## src/rtl/wash_sequencer.sv

```systemverilog
// Washing-machine program sequencer: soap wash, RINSE_CNT rinses, final spin, internally timed.
// Define WASH_WATCHDOG_EN to fault when FILL or DRAIN waits longer than FILL_TIMEOUT cycles.
module wash_sequencer #(
  parameter int CNT_W        = 16,
  parameter int RINSE_CNT    = 2,
  parameter int DET_TICKS    = 8,
  parameter int WASH_TICKS   = 1000,
  parameter int RINSE_TICKS  = 500,
  parameter int SPIN_TICKS   = 800,
  parameter int FILL_TIMEOUT = 4000
) (
  input  logic       clk,
  input  logic       rst,
  input  logic       start,
  input  logic       door_closed,
  input  logic       pause,
  input  logic       filled,
  input  logic       drained,
  output logic       door_lock,
  output logic       motor_on,
  output logic       spin_on,
  output logic       fill_valve,
  output logic       drain_valve,
  output logic       soap_valve,
  output logic       done,
  output logic       fault,
  output logic [3:0] state,
  output logic [3:0] rinse_idx
);

  typedef enum logic [3:0] {
    S_IDLE      = 4'd0,
    S_FILL      = 4'd1,
    S_DETERGENT = 4'd2,
    S_AGITATE   = 4'd3,
    S_DRAIN     = 4'd4,
    S_SPIN      = 4'd5,
    S_DONE      = 4'd6,
    S_FAULT     = 4'd7
  } state_e;

  localparam logic [CNT_W-1:0] DET_LOAD   = CNT_W'(DET_TICKS - 1);
  localparam logic [CNT_W-1:0] WASH_LOAD  = CNT_W'(WASH_TICKS - 1);
  localparam logic [CNT_W-1:0] RINSE_LOAD = CNT_W'(RINSE_TICKS - 1);
  localparam logic [CNT_W-1:0] SPIN_LOAD  = CNT_W'(SPIN_TICKS - 1);
`ifdef WASH_WATCHDOG_EN
  localparam logic [CNT_W-1:0] WAIT_LOAD  = CNT_W'(FILL_TIMEOUT - 1);
`else
  localparam logic [CNT_W-1:0] WAIT_LOAD  = CNT_W'(FILL_TIMEOUT - FILL_TIMEOUT);
`endif

  state_e           state_q, state_d;
  logic [CNT_W-1:0] timer_q, timer_d;
  logic [3:0]       rinse_idx_q, rinse_idx_d;
  logic             phase_q, phase_d;  // 0 = soap wash, 1 = rinse
  logic             door_lock_q, door_lock_d;
  logic             motor_on_q, motor_on_d;
  logic             spin_on_q, spin_on_d;
  logic             fill_valve_q, fill_valve_d;
  logic             drain_valve_q, drain_valve_d;
  logic             soap_valve_q, soap_valve_d;
  logic             done_q, done_d;
  logic             fault_q, fault_d;

  logic       locked;
  logic       paused;
  logic [3:0] rinse_next;

  assign locked     = (state_q inside {S_FILL, S_DETERGENT, S_AGITATE, S_DRAIN, S_SPIN});
  assign paused     = pause & locked;
  assign rinse_next = rinse_idx_q + 4'd1;

  always_ff @(posedge clk) begin
    if (rst) begin
      state_q       <= S_IDLE;
      timer_q       <= '0;
      rinse_idx_q   <= '0;
      phase_q       <= 1'b0;
      door_lock_q   <= 1'b0;
      motor_on_q    <= 1'b0;
      spin_on_q     <= 1'b0;
      fill_valve_q  <= 1'b0;
      drain_valve_q <= 1'b0;
      soap_valve_q  <= 1'b0;
      done_q        <= 1'b0;
      fault_q       <= 1'b0;
    end else begin
      state_q       <= state_d;
      timer_q       <= timer_d;
      rinse_idx_q   <= rinse_idx_d;
      phase_q       <= phase_d;
      door_lock_q   <= door_lock_d;
      motor_on_q    <= motor_on_d;
      spin_on_q     <= spin_on_d;
      fill_valve_q  <= fill_valve_d;
      drain_valve_q <= drain_valve_d;
      soap_valve_q  <= soap_valve_d;
      done_q        <= done_d;
      fault_q       <= fault_d;
    end
  end

  always_comb begin
    state_d     = state_q;
    timer_d     = timer_q;
    rinse_idx_d = rinse_idx_q;
    phase_d     = phase_q;
    // An open door while locked beats everything, pause included.
    if (locked && !door_closed) begin
      state_d = S_FAULT;
    end else if (!paused) begin
      case (state_q)
        S_IDLE: begin
          if (start && door_closed) begin
            state_d     = S_FILL;
            rinse_idx_d = '0;
            phase_d     = 1'b0;
          end
        end
        S_FILL: begin
          if (filled) state_d = phase_q ? S_AGITATE : S_DETERGENT;
`ifdef WASH_WATCHDOG_EN
          else if (timer_q == '0) state_d = S_FAULT;
          else timer_d = timer_q - CNT_W'(1);
`endif
        end
        S_DETERGENT, S_AGITATE, S_SPIN: begin
          if (timer_q == '0) begin
            if (state_q == S_DETERGENT)    state_d = S_AGITATE;
            else if (state_q == S_AGITATE) state_d = S_DRAIN;
            else                           state_d = S_DONE;
          end else begin
            timer_d = timer_q - CNT_W'(1);
          end
        end
        S_DRAIN: begin
          if (drained) begin
            if (!phase_q) begin
              phase_d = 1'b1;
              state_d = (RINSE_CNT > 0) ? S_FILL : S_SPIN;
            end else begin
              rinse_idx_d = rinse_next;
              state_d     = (rinse_next < 4'(RINSE_CNT)) ? S_FILL : S_SPIN;
            end
          end
`ifdef WASH_WATCHDOG_EN
          else if (timer_q == '0) state_d = S_FAULT;
          else timer_d = timer_q - CNT_W'(1);
`endif
        end
        S_DONE:  if (!start) state_d = S_IDLE;
        S_FAULT: state_d = S_FAULT;
        default: state_d = S_IDLE;
      endcase
    end
    // Every state entry reloads the timer with that state's duration.
    if (state_d != state_q) begin
      case (state_d)
        S_DETERGENT:     timer_d = DET_LOAD;
        S_AGITATE:       timer_d = phase_d ? RINSE_LOAD : WASH_LOAD;
        S_SPIN:          timer_d = SPIN_LOAD;
        S_FILL, S_DRAIN: timer_d = WAIT_LOAD;
        default:         timer_d = '0;
      endcase
    end
  end

  always_comb begin
    door_lock_d   = (state_d inside {S_FILL, S_DETERGENT, S_AGITATE, S_DRAIN, S_SPIN});
    motor_on_d    = (state_d == S_AGITATE) && !paused;
    spin_on_d     = (state_d == S_SPIN) && !paused;
    fill_valve_d  = (state_d == S_FILL) && !paused;
    drain_valve_d = (state_d == S_DRAIN || state_d == S_SPIN) && !paused;
    soap_valve_d  = (state_d == S_DETERGENT) && !paused;
    done_d        = (state_d == S_DONE);
    fault_d       = (state_d == S_FAULT);
  end

  assign door_lock   = door_lock_q;
  assign motor_on    = motor_on_q;
  assign spin_on     = spin_on_q;
  assign fill_valve  = fill_valve_q;
  assign drain_valve = drain_valve_q;
  assign soap_valve  = soap_valve_q;
  assign done        = done_q;
  assign fault       = fault_q;
  assign state       = state_q;
  assign rinse_idx   = rinse_idx_q;

endmodule

```

## config.mk

```make
export PLATFORM = sky130hd
export DESIGN_NAME = wash_sequencer
export DESIGN_NICKNAME = d
export VERILOG_FILES = /design/src/rtl/wash_sequencer.sv
export SDC_FILE = /design/constraint.sdc
export NUM_CORES = 1
export LEC_CHECK = 0
export ABC_AREA = 1
export CAP_MARGIN = 0
export CELL_PAD_IN_SITES_DETAIL_PLACEMENT = 0
export CELL_PAD_IN_SITES_GLOBAL_PLACEMENT = 1
export CORE_ASPECT_RATIO = 1.2
export CORE_UTILIZATION = 40
export DETAILED_ROUTE_END_ITERATION = 8
export GPL_TIMING_DRIVEN = 0
export PLACE_DENSITY = 0.77
export REMOVE_ABC_BUFFERS = 1
export SLEW_MARGIN = 15
export SYNTH_ARGS = -nofsm -noshare
export SYNTH_HDL_FRONTEND = slang
export SYNTH_SLANG_ARGS = --single-unit
```

## constraint.sdc

```tcl
create_clock -name clk -period 2.85 [get_ports clk]
set_input_delay 0.4275 -clock clk [delete_from_list [all_inputs] [get_ports clk]]
set_output_delay 0.4275 -clock clk [all_outputs]
set_load 0.02 [all_outputs]
```

# Word level (Yosys, flattened, before mapping)
# Cells that the tools add are included.
# Widths: inputs -> output; s select.
# totals
regBits	33
input_bits	7
output_inout_bits	16
word_cells	87
# op_classes
add_sub_neg	2
magnitude_cmp	1
n_eq_ne	21
mux	29
bitwise	3
reduce_logical	19
# op_table
operator	n
$mux 16	5
$mux 4	10
$eq 4x3->1 const B	8
$pmux 10 s3	1
$pmux 4 s6	1
$eq 4x2->1 const B	4
$logic_not 16->1	1
$sub 16x1->16 const B	1
$mux 10	1
$reduce_bool 5->1	2
$mux 3	3
$eq 4x1->1 const B	2
$pmux 4 s2	1
$logic_and 1x1->1	7
$ne 2x1->1 const B	3
$ne 2x2->1 const B	3
$reduce_and 6->1	1
$mux 1	5
$add 4x1->4 const B	1
$logic_not 4->1	1
$lt 4x2->1 const B	1
$ne 4x4->1	1
$reduce_and 4->1	1
$reduce_bool 2->1	2
other kinds (7)	9

# Longest topological paths before layout
# logic_depth
depth_word	11
mapped_depth	19
mapped_depth_nobuf	19

# Worst setup path after synthesis
# No wires, ideal clock.
# synth_timing
path_kind	flip-flop to flip-flop
from	register rinse_idx_q[0] (netlist: rinse_idx[0])
to	register timer_q[8]
setup_ns	0.115
arrival_time_ns	1.961
required_ns	2.735
path_slack_ns	0.774
stages_incl_launch_ff	18
path_buffers	1
synth_period_minus_slack_ns	2.076
path_cell_list	dfxtp_1 ha_1 inv_1 nand2_1 nand2_1 nor2_1 nand2_1 a21oi_1 nand2_1 nand2_2 nand2_4 nand2_1 nand3_2 inv_2 nand3_2 buf_4 o21ai_1 nor2_1
# synth_between
elab_chain_len	11
word_cells_on_any_way	19
cone_classes	1 x add/sub; 1 x order compare; 7 x eq/ne; 8 x mux; 2 x reduce/logical
# synth_lines
element	line_no	rtl
start, declared	54	logic [3:0] rinse_idx_q, rinse_idx_d;
start signal, assigned	90	rinse_idx_q <= rinse_idx_d;
$add 4x1->4 (*)	71	assign rinse_next = rinse_idx_q + 4'd1;
$lt 4x2->1 (*)	143	state_d = (rinse_next < 4'(RINSE_CNT)) ? S_FILL : S_SPIN;
$mux 3 (*)	143	
$mux 3 (*)	138	if (!phase_q) begin
$mux 4 (*)	137	if (drained) begin
$pmux 4 s6 (*)	112	case (state_q)
$mux 4 (*)	111	end else if (!paused) begin
$mux 4 (*)	109	if (locked && !door_closed) begin
$eq 4x3->1, or another cell as far along	158	case (state_d)
$pmux 10 s3, or another cell as far along	158	
$mux 16 / $reduce_and 4->1 (equally long branches)	--	
end signal, assigned	89	timer_q <= timer_d;
end, declared	53	logic [CNT_W-1:0] timer_q, timer_d;
# Every way passes the cells marked *; elsewhere a longest branch is shown, timed or not.
# A chain may end at the register's enable or synchronous reset.

# Worst setup path in the final report
# layout_timing
from	register rinse_idx_q[0] (netlist: rinse_idx[0])
to	register timer_q[10]
# layout_between
elab_chain_len	11
word_cells_on_any_way	15
cone_classes	1 x add/sub; 1 x order compare; 4 x eq/ne; 7 x mux; 2 x reduce/logical
# layout_lines
element	line_no	rtl
$add 4x1->4 (*)	71	
$lt 4x2->1 (*)	143	
$mux 3 (*)	143	
$mux 3 (*)	138	
$mux 4 (*)	137	
$pmux 4 s6 (*)	112	
$mux 4 (*)	111	
$mux 4 (*)	109	
$ne 4x4->1 (*)	157	if (state_d != state_q) begin
$ne 2x1->1 (no line) / $reduce_bool 2->1 (equally long branches)	--	
$reduce_and 4->1 (no line)	--	
# Marked as above.

==> results.toml <==
[run_status]
status = "complete, no violations"

[logic_synthesis]
synth_cells = 314
synth_edf_count = 0
synth.area.top_cells = "dfxtp_1 32%, nand2_1 13%, nor2_1 9.8%"
yosysTopAreaCellShare_pct = 32.0
synth_cell_type_count = 34
yosysMostFrequentCell = "nand2_1"
async_reset_ff_share_pct = 0
seq_area_frac_synth_pct = 32.0
synth_common_cells = "71 x nand2_1, 54 x nor2_1, 33 x dfxtp_1"
syn_avg_cell_area_um2 = 6.57
synth_ff_type = "dfxtp_1"
yosysWarnings = 0
synth_seq_cells = 33
syn_area_um2 = 2060
synth.largest_area_cell = "dfxtp_1"

[clocking]
cts.sinks = 33
clk_latency_ns = 0.29
post_cts_resized = 0
numCtsBuffers = 5
cts-root-buf = "clkbuf_8"
ctsHoldBuffers = 0
htree_levels = 2
cts_tree = "built"
clkTransAtPathRegs_ns = 0.07
cts_buffer_depth = 2
cts_setup_buffers = 0

[final_layout]
nFillCells = 523
drive_gt1_share_pct = 11.9
stdcell_area_um2 = 2400
antenna_cells = 0
nets = 345
largest_reg_flops = 16
synthToLayoutAreaGrowth_pct = 16.1
largest-register = "timer_q"

[floorplan]
core.rowCount = 28
die_x_um = 67.6
start_util_pct = 41.8
die_y_um = 80.7
core_area_um2 = 4940
io_pins = 23
dieArea_um2 = 5450

[power_and_ir_drop]
leakagePower_nw = 1.08
p_total_mw = 1.39
power.density_nw_per_um2 = 581
vdd_drop_max_mv = 0.373

[sta]
grt_setup_unrepaired = "false"
slew_headroom_pct = 51.9
slew_viol_final = 0
holdWs_ns = 0.492
setup-violations-final = 0
worst_pin_slew_ns = 0.720
fmax_ghz = 0.408
tns_ns = 0
period_needed_ns = 2.45
fin_crit_sh_pct = 86.0
hold_viol = 0
finClkSkew_ns = 0.00960

[job]
maxCapViolations = 0

[global_route]
antenna_found_initial = 0
grt_pass1_wl_um = 8170
grt_pass1_vias = 1782
grt_use_total_pct = 19.8
overflow = 0
grt_max_degree = 17

[route]
wl_per_cell_um = 12.0
drt_iter0_drc = 89
vias = 1930
drcViolationCount = 0
firstDrtPassIters = 4
antenna_left = 0
post_drt_via_cell_ratio = 4.86
routed_wl_um = 4760

[place]
numPortBuffers = 22
place_congestion = 0.810
dp.final_hpwl_um = 3520
postPlaceCellArea_um2 = 2310

[worst_hold_path]
min_path_cells = 2
hold_class = "flop to flop"

[worst_setup_path]
critPathCaptureType = "flop"
cp_data_arrival_time_ns = 2.65
critPathKind = "flop to flop"
reg2regPathDepth = 17
start_kind = "flop"
worstPathMaxFanout = 12
cp_data_required_time_ns = 3.05
==> where the power goes <==
group	total [mW]	switching (mW)	internal (mW)
combinational	0.494	0.300	0.193
clock	0.360	0.191	0.169
sequential	0.538	0.0419	0.496
==> path summary, 6_finish.rpt <==
kind | from | to | slack [ns]
hold / removal | timer_q[15]$_SDFFE_PP0P_ | timer_q[15]$_SDFFE_PP0P_ | 0.49
hold reg to reg | timer_q[15]$_SDFFE_PP0P_ | timer_q[15]$_SDFFE_PP0P_ | 0.49
setup / recovery | rinse_idx[0]$_SDFFE_PP0P_ | timer_q[10]$_SDFFE_PP0P_ | 0.40
setup reg to reg | rinse_idx[0]$_SDFFE_PP0P_ | timer_q[10]$_SDFFE_PP0P_ | 0.40
==> final cells by class <==
type                            instances  area, um^2  share of cell area [%]
Sequential cell                        33         661                    27.6
Tap cell                               60        75.1                    3.13
Inverter                               32         121                    5.07
Clock buffer                            5        68.8                    2.87
Timing Repair Buffer                   22         220                    9.19
Clock inverter                          3        17.5                   0.731
Multi-Input combinational cell        242        1230                    51.4
==> routing by layer <==
metal	routed length [um]	GRT usage, %
met4	80	6.38
met1	2350	25.3
met5	0	0
met3	116	3.98
met2	2210	32.6
==> cells in the final DEF, fill, tap and decap left out, types with 2 or more instances in the layout <==
master and n:
clkinv_2 3, nand4_1 3, nand2_2 11, o21ai_1 16, clkdlybuf4s50_1 22, dfxtp_1 33
xor2_1 7, a211oi_1 2, nor2_2 4, inv_2 5, xnor2_1 7, nand2_1 71
nor2_4 5, a21oi_1 13, nand3_1 19, nand3b_1 4, ha_1 2, clkbuf_8 5
nor3_1 7, o21ai_0 6, nand3_2 3, inv_1 25, nor2_1 54
==> metrics by stage <==
stage	std cells	utilization, %	setup WS, ns
final	397	48.5	0.398
after global routing	397	48.5	0.0349
after CTS	397	48.5	0.371
after detailed placement	389	46.8	0.234
after global placement	389	46.8	0.223
after floorplan	307	-	0.729
==> critical path: stages, from the launching register on <==
cell and delay, ns:
dfxtp_1 0.44, ha_1 0.21, inv_1 0.04, nand2_1 0.05, nand2_1 0.07, nor2_1 0.08, nand2_1 0.05, a21oi_1 0.18
nand2_1 0.09, nand2_2 0.09, nand2_4 0.09, nand2_1 0.08, nand3_2 0.11, inv_2 0.09, nand3_2 0.25, clkinv_2 0.25
nand2_1 0.07, a21oi_1 0.12
==> cell families (layout without fill, tap and decap cells) <==
group	count (synthesis)	in the layout	share of synthesized area, %
and+or+nand+nor	183	183	41.0
other	1	1	0.182
AOI/OAI and AO/OA	42	42	11.4
DFF	33	33	32.0
adders and majority gates	2	2	1.21
buffers and inverters	39	62	8.25
xor gates and xnor gates	14	14	5.94
(Power assumes the default switching activity.)
